$ cat src/rtl/cic_dec_ctrl.sv
// cic_dec_ctrl: sequences an external CIC decimator (clear, settle, run),
// feeds it input samples and buffers its scaled outputs in a small FWFT FIFO.
// Optional build macro CIC_DEC_CTRL_ROUND_EN selects round-half-up scaling
// with positive saturation instead of plain truncation.
module cic_dec_ctrl #(
    parameter int unsigned INPUT_WIDTH     = 15,
    parameter int unsigned CIC_WIDTH       = 38,
    parameter int unsigned OUT_WIDTH       = 16,
    parameter int unsigned DECIMATION_RATE = 12,
    parameter int unsigned SETTLE_DISCARD  = 5,
    parameter int unsigned CLEAR_CYCLES    = 2,
    parameter int unsigned FIFO_DEPTH      = 4
) (
    input  logic                          clk,
    input  logic                          rst,
    input  logic                          en,
    input  logic                          flush,
    input  logic                          s_valid,
    input  logic signed [INPUT_WIDTH-1:0] s_data,
    output logic                          s_ready,
    output logic                          cic_rst,
    output logic                          cic_nd,
    output logic [INPUT_WIDTH-1:0]        cic_din,
    input  logic                          cic_rdy,
    input  logic signed [CIC_WIDTH-1:0]   cic_dout,
    output logic                          m_valid,
    output logic signed [OUT_WIDTH-1:0]   m_data,
    input  logic                          m_ready,
    output logic                          busy,
    output logic                          overflow
);

    localparam int unsigned CLR_W = $clog2(CLEAR_CYCLES + 1);
    localparam int unsigned SET_W = $clog2(SETTLE_DISCARD + 1);
    localparam int unsigned PTR_W = (FIFO_DEPTH > 2) ? $clog2(FIFO_DEPTH) : 1;
    localparam int unsigned CNT_W = $clog2(FIFO_DEPTH + 1);
    localparam int unsigned DROP_W = CIC_WIDTH - OUT_WIDTH;

    typedef enum logic [1:0] {IDLE, CLEAR, SETTLE, RUN} state_t;

    state_t               state_q, state_d;
    logic [CLR_W-1:0]     clr_q, clr_d;
    logic [SET_W-1:0]     set_q, set_d;
    logic [OUT_WIDTH-1:0] mem [FIFO_DEPTH];
    logic [PTR_W-1:0]     wr_q, rd_q;
    logic [CNT_W-1:0]     count_q;
    logic [OUT_WIDTH-1:0] scaled;
    logic                 full, push, pop, push_ok, accept;

    // Output scaling of the decimator word
`ifdef CIC_DEC_CTRL_ROUND_EN
    localparam logic [CIC_WIDTH:0] HALF = (CIC_WIDTH + 1)'(1) << (DROP_W - 1);
    logic [CIC_WIDTH:0] rnd_sum;
    logic               unused_rnd_lsbs;
    assign rnd_sum         = {cic_dout[CIC_WIDTH-1], cic_dout} + HALF;
    assign unused_rnd_lsbs = ^rnd_sum[DROP_W-1:0];
    // adding a positive half-LSB can only overflow upward
    assign scaled = (rnd_sum[CIC_WIDTH] != rnd_sum[CIC_WIDTH-1])
                  ? {1'b0, {(OUT_WIDTH-1){1'b1}}}
                  : rnd_sum[CIC_WIDTH-1 -: OUT_WIDTH];
`else
    logic unused_trunc_lsbs;
    assign unused_trunc_lsbs = ^cic_dout[DROP_W-1:0];
    assign scaled = cic_dout[CIC_WIDTH-1 -: OUT_WIDTH];
`endif

    assign full    = (count_q == CNT_W'(FIFO_DEPTH));
    assign m_valid = (count_q != '0);
    assign m_data  = m_valid ? mem[rd_q] : '0;
    assign cic_rst = (state_q == CLEAR);
    assign busy    = (state_q != IDLE) || m_valid;
    assign s_ready = en && ((state_q == SETTLE) || (state_q == RUN)) && !full && !flush;
    assign accept  = s_valid && s_ready;
    assign push    = (state_q == RUN) && cic_rdy && !flush;
    assign pop     = m_valid && m_ready && !flush;
    assign push_ok = push && (!full || pop);

    // Next-state and sequencing counters
    always_comb begin
        state_d = state_q;
        clr_d   = clr_q;
        set_d   = set_q;
        if (flush) begin
            state_d = CLEAR;
            clr_d   = '0;
            set_d   = '0;
        end else begin
            case (state_q)
                IDLE: begin
                    if (en) begin
                        state_d = CLEAR;
                        clr_d   = '0;
                    end
                end
                CLEAR: begin
                    if (clr_q == CLR_W'(CLEAR_CYCLES - 1)) begin
                        state_d = SETTLE;
                        clr_d   = '0;
                        set_d   = '0;
                    end else begin
                        clr_d = clr_q + CLR_W'(1);
                    end
                end
                SETTLE: begin
                    if (!en) begin
                        state_d = IDLE;
                    end else if (cic_rdy) begin
                        if (set_q == SET_W'(SETTLE_DISCARD - 1)) begin
                            state_d = RUN;
                            set_d   = '0;
                        end else begin
                            set_d = set_q + SET_W'(1);
                        end
                    end
                end
                RUN: begin
                    if (!en) state_d = IDLE;
                end
                default: state_d = IDLE;
            endcase
        end
    end

    // State and counter registers
    always_ff @(posedge clk) begin
        if (rst) begin
            state_q <= IDLE;
            clr_q   <= '0;
            set_q   <= '0;
        end else begin
            state_q <= state_d;
            clr_q   <= clr_d;
            set_q   <= set_d;
        end
    end

    // Input sample forwarding to the decimator, one cycle latency
    always_ff @(posedge clk) begin
        if (rst) begin
            cic_nd  <= 1'b0;
            cic_din <= '0;
        end else begin
            cic_nd <= accept;
            if (accept) cic_din <= s_data;
        end
    end

    // FIFO storage
    always_ff @(posedge clk) begin
        if (push_ok) mem[wr_q] <= scaled;
    end

    // FIFO pointers, occupancy and sticky overflow
    always_ff @(posedge clk) begin
        if (rst || flush) begin
            wr_q     <= '0;
            rd_q     <= '0;
            count_q  <= '0;
            overflow <= 1'b0;
        end else begin
            if (push && !push_ok) overflow <= 1'b1;
            if (push_ok) wr_q <= (wr_q == PTR_W'(FIFO_DEPTH - 1)) ? '0 : wr_q + PTR_W'(1);
            if (pop)     rd_q <= (rd_q == PTR_W'(FIFO_DEPTH - 1)) ? '0 : rd_q + PTR_W'(1);
            if (push_ok && !pop)      count_q <= count_q + CNT_W'(1);
            else if (!push_ok && pop) count_q <= count_q - CNT_W'(1);
        end
    end

endmodule

$ cat config.mk
export PLATFORM = sky130hd
export DESIGN_NAME = cic_dec_ctrl
export DESIGN_NICKNAME = d
export VERILOG_FILES = /design/src/rtl/cic_dec_ctrl.sv
export SDC_FILE = /design/constraint.sdc
export NUM_CORES = 1
export LEC_CHECK = 0
export CORE_ASPECT_RATIO = 1.2
export CORE_UTILIZATION = 30
export DETAILED_ROUTE_END_ITERATION = 10
export HOLD_SLACK_MARGIN = 0.08
export PLACE_DENSITY = 0.62
export SYNTH_ARGS = -nofsm -noshare
export SYNTH_HDL_FRONTEND = slang
export SYNTH_SLANG_ARGS = --single-unit
$ cat constraint.sdc
create_clock -name clk -period 2.8 [get_ports clk]
set_input_delay 0.7 -clock clk [delete_from_list [all_inputs] [get_ports clk]]
set_output_delay 0.7 -clock clk [all_outputs]
set_load 0.005 [all_outputs]
After elaboration in Yosys (flattened, before gate mapping). Memories as Yosys holds them, arrays and structs flattened. A register that Yosys moved wholly into a read port is not among the register bits. Cells that the tools add are included. W data, S select, Z words.

Flip-flop bits (word level): 31. Bits in latches: 0. Bits in writable memories: 64. Memory bits (read-only): 0. Output and inout port bits: 37. Memories kept: 1.

Add/sub/neg operators: 6. Multiply operators: 0. Divide/modulo/power cells: 0. $lt $le $gt $ge: 0. Equal/unequal tests: 20. Shift-type cells: 0. Mux-type cells: 25. Bitwise gates (word level): 0. Reductions and logical operators: 31.

Memory list: mem (words 4, bits a word 16, rd ports 1, clocked after Yosys merged registers in 1, wr ports 1, line 44) `logic [OUT_WIDTH-1:0] mem [FIFO_DEPTH];`.

Operator list (count): $mux W2 (12); $mux W3 (6); $mux W16 (1); $logic_and A1 B1 Y1 (12); $reduce_and A5 Y1 (2); $ne A3 B3 Y1 const B (3); $eq A2 B2 Y1 const B (4); $ne A2 B2 Y1 const B (4); $pmux W2 S4 (1); $reduce_bool A2 Y1 (4); $add A2 B1 Y2 const B (3); $add A3 B1 Y3 const B (2); $eq A3 B3 Y1 const B (2); $ne A3 B2 Y1 const B (2); $pmux W3 S2 (1); $eq A2 B1 Y1 const B (2); $logic_not A1 Y1 (4); $logic_or A1 B1 Y1 (4); $ne A4 B3 Y1 const B (1); $ne A4 B4 Y1 const B (1); $pmux W2 S2 (1); $reduce_and A4 Y1 (1); $mux W1 (3); $reduce_bool A3 Y1 (1); other kinds (5) (5).

Depth between registers and ports, before layout. Gate-level depths: netlist of run 1.

Depth after elaboration: 9. Gate-level depth with buffers: 9.

Least setup slack after synthesis of run 1. No wires, ideal clock.

Path type: input port to flip-flop. From: in flush. To: reg count_q[2]. Setup time: 0.070 ns. Arrival time: 2.419 ns. Data required time: 2.730 ns. Setup slack: 0.312 ns. Stages: 8. Path through: and4b_1 a21boi_2 ha_1 inv_1 fa_1 xor2_1 or3_1 a21oi_1.

Cells in the longest elaborated chain, start to end: 7. Elaborated cells on any way between the ends: 12. Classes of those cells: 1 x mux; 11 x reduce/logical.

RTL lines: start: declaration (line 17) `input logic flush,`; $logic_not A1 Y1 * (line 74, 75); $logic_and A1 B1 Y1 (line 75) `assign pop = m_valid && m_ready && !flush;`; $logic_or A1 B1 Y1 (line 76) `assign push_ok = push && (!full || pop);`; $logic_and A1 B1 Y1 * (line 76); named net push_ok (line 48) `logic full, push, pop, push_ok, accept;`; $logic_not A1 Y1 (line 165) `else if (!push_ok && pop) count_q <= count_q - CNT_W'(1);`; $logic_and A1 B1 Y1 (line 165); $reduce_bool A2 Y1 (no source line); end signal: assignment (line 164) `if (push_ok && !pop) count_q <= count_q + CNT_W'(1);`; end signal: assignment (line 165); end: declaration (line 46) `logic [CNT_W-1:0] count_q;`.

The timed path passes the listed nets; every way through them passes the cells marked *. A chain may end at the register's enable or synchronous reset.

==> metrics.md, run 1 <==
| Metric | Value |
|---|---|
| Status | `finished, final reports clean` |
| Reg2reg start | `state_q[0]$_SDFFE_PP0P_` |
| First-pass GRT wire length | `12720 µm` |
| Seq/Total Area, Yosys | `0.6308` |
| TritonCTS clock tree | `built` |
| Ports | `97` |
| Drt via density | `4.617` |
| # DRC | `0` |
| Met1 Track Usage GR | `0.1424` |
| Cells after Synth | `270` |
| Final Hold Viols | `0` |
| Dominant synthesized flop cell | `edfxtp_1` |
| CTS sink cnt | `97` |
| Via count | `2461` |
| Cell Pwr Density | `521.4 nW/µm²` |
| Drt first pass iters | `4` |
| Sequential power share | `0.537` |
| Final Skew | `0.006790 ns` |
| CTS Hold Bufs | `0` |
| Num rows | `46` |
| H-tree depth | `3` |
| Tightest Pin Transition | `0.4678 ns` |
| RD Place Congestion | `0.7394` |
| Max Transition Viols Final | `0` |
| Register cell area after layout | `2582 µm²` |
| Clock Power Share | `0.422` |
| Worst setup SP type | `flip-flop` |
| Multi-input gate area | `1401 µm²` |
| Top-count cell post-synth | `edfxtp_1` |
| Switching part of the total | `0.2178` |
| Total CTS buffers | `9` |
| Min-delay src | `clr_q[1]$_SDFFE_PP0P_` |
| Crit Path Max Fanout | `16` |
| Drt wl/cell | `14.49 µm` |
| Initial core utilization | `0.3079` |
| Initial antenna violation count | `0` |
| Reg-to-reg critical path endpoint | `count_q[2]$_SDFFE_PP0P_` |
| R2r worst-path depth | `8` |
| Final critical-path share of the clock period | `0.9733` |
| Clk buf depth | `2` |
| Largest net degree at the start of global routing | `33` |
| Area of the core | `13300 µm²` |
| Antenna viol nets, final | `0` |
| Met3 global-route usage | `0.03397` |
| Antenna diodes | `0` |
| Share of layout cells above drive strength 1 | `0.1589` |
| Switching power | `619.9 µW` |
| P_leak | `0.001840 µW` |
| Starting DRT DRC Count | `70` |
| Worst VDD drop | `260.3 µV` |
| WP data arrival | `2.03 ns` |
| Crit. End Element | `output port` |
| Largest area contributor in the netlist | `edfxtp_1` |
| Clock Latency Late Sink | `0.34 ns` |
| Post-synthesis register bit count | `97` |
| Tot GR Track Use | `0.1182` |
| CP required | `2.10 ns` |
| Clock Pin Slew Worst Setup and Hold Paths | `0.07 ns` |
| Hold Path End | `clr_q[1]$_SDFFE_PP0P_` |
| GR Overflow Total | `0` |
| Detailed Route WL | `7724 µm` |
| Ys async rst share | `0` |
| Crit path kind | `reg -> out` |
| RSZ-0062 raised after global routing | `no` |
| Fmax | `367.0 MHz` |
| Layout overhead on the synthesized area | `33.31%` |
| Port bufs | `74` |
| Filler cells | `1250` |
| Hpwl dp | `5250 µm` |
| Number of synthesized flops with an enable pin | `64` |
| Synth top area cells | `edfxtp_1, dfxtp_1, mux4_2` |
| Max_slew headroom | `0.6870` |
| Final setup TNS | `0 ns` |
| Synth warnings | `0` |
| Post-synth top cells | `edfxtp_1, dfxtp_1, nand2b_1, and2_1, mux2i_1` |
| GR peak layer | `met2` |
| Internal | `2226 µW` |
| Share of the synthesized area in the top cell type | `0.4694` |
| Root buf cell | `clkbuf_16` |
| Part of the power in combinational logic | `0.041` |
| Vias in the first global route | `2555` |
| Nets | `429` |
| Crit path time final | `2.725 ns` |
| DIE AREA | `14120 µm²` |
| Register-to-Register Setup Slack | `0.46 ns` |
| Hold path depth | `1` |
| Post-Syn Area | `4094 µm²` |
| Setup-failing EPs final | `0` |
| Met2 GRT Util | `0.1943` |
| Max Cap Violations | `0` |
| Mapped Avg Cell Area | `15.16 µm²` |
| DIE HEIGHT | `130.0 µm` |
| Type of the worst min-delay path | `reg -> reg` |
| Netlist cell types | `44` |
| Die width | `108.6 µm` |
| Fin util | `0.4105` |
| Syn_nets | `339` |
## per-layer routing
metal  part of all wire  vias up
met1               0.44     1200
met2               0.48       80
met4              0.019        0
li1                   -     1170
met3              0.070       11
met5                  0        -
## state kept, by name, indices dropped and copies added (netlist names), named ones only
register  flops
mem          64
cic_din      15
count_q       3
set_q         3
clr_q         2
rd_q          2
state_q       2
wr_q          2
cic_nd        1
overflow      1
## power groups by stage
stage | clock network [µW] | registers (µW) | logic (µW)
2_1_floorplan | 0 | 1560 | 34.6
3_3_place_gp | 0 | 1560 | 114
3_5_place_dp | 0 | 1560 | 117
4_1_cts | 1240 | 1530 | 117
5_1_grt | 1290 | 1530 | 127
6_report | 1200 | 1530 | 116
## area by class of cell
type,count,share of cell area
timing repair buffer,92,0.1724
tap,168,0.03851
inverter,8,0.005502
sequential,97,0.4732
clock inverter,7,0.01238
multi-input combinational,152,0.2568
clock buffer,9,0.04127
## worst max-delay path, cell delays in order (launching register included)
cell and delay [ns]:
dfxtp_1 0.35, buf_12 0.19, mux4_2 0.52, and2_1 0.17, clkdlybuf4s50_1 0.44
## metrics by stage
stage | hold WS [ns] | setup slack, ns | instances | total power [µW] | cell area (µm²)
2_1_floorplan | 0.4339 | 0.3117 | 270 | 1593 | 4094
3_3_place_gp | 0.4435 | -0.08815 | 517 | 1675 | 5156
3_5_place_dp | 0.4546 | -0.1351 | 517 | 1678 | 5156
4_1_cts | 0.4647 | 0.03939 | 533 | 2881 | 5449
5_1_grt | 0.4887 | 0.01021 | 533 | 2942 | 5458
6_report | 0.4589 | 0.07490 | 533 | 2846 | 5458
## cells in the final DEF (no fill, tap or decap), types with 3 or more instances in the layout
cell type,n
a21oi_1,9
and2_1,20
buf_12,5
buf_4,13
clkbuf_16,9
clkdlybuf4s50_1,73
dfxtp_1,33
edfxtp_1,64
ha_1,8
inv_1,8
inv_8,3
mux2i_1,18
mux4_2,16
nand2_1,5
nand2b_1,32
nor2_1,4
nor2b_1,3
o21ai_0,4
or3_1,3
## logic make-up (layout without fill, tap and decap cells)
group                      count (synthesis)  after routing  share of synthesized area
buffers and inverters                     21            116                    0.03056
xor gates and xnor gates                   2              2                   0.004280
DFF                                       97             97                     0.6308
and+or+nand+nor                           86             86                     0.1406
muxes                                     34             34                     0.1320
AOI/OAI and AO/OA                         21             21                    0.03240
adders and majority gates                  9              9                    0.02934
## how the worst max path moves through the flow
stage	start	to	slack, ns
floorplan	flush	count_q[2]$_SDFFE_PP0P_	0.31
finish	flip-flop	m_data[7]	0.07
global placement	flush	count_q[2]$_SDFFE_PP0P_	-0.09
global route	flip-flop	m_data[7]	0.01
detailed placement	flush	count_q[2]$_SDFFE_PP0P_	-0.14
CTS	flip-flop	m_data[7]	0.04
## timing repair
action                                 4_1_cts  5_1_grt
resized for setup                            0        2
endpoints found under the hold margin        0        0
setup endpoints to repair                    0       18
buffers inserted                             0        0
Note: power is estimated with default switching activity, not from simulation.
==> run 2, diff against run 1 <==
SLEW_MARGIN = 10   (was default)
==> results of run 2 <==
Same layout as run 1: the final DEF is identical, and so are final timing and power.
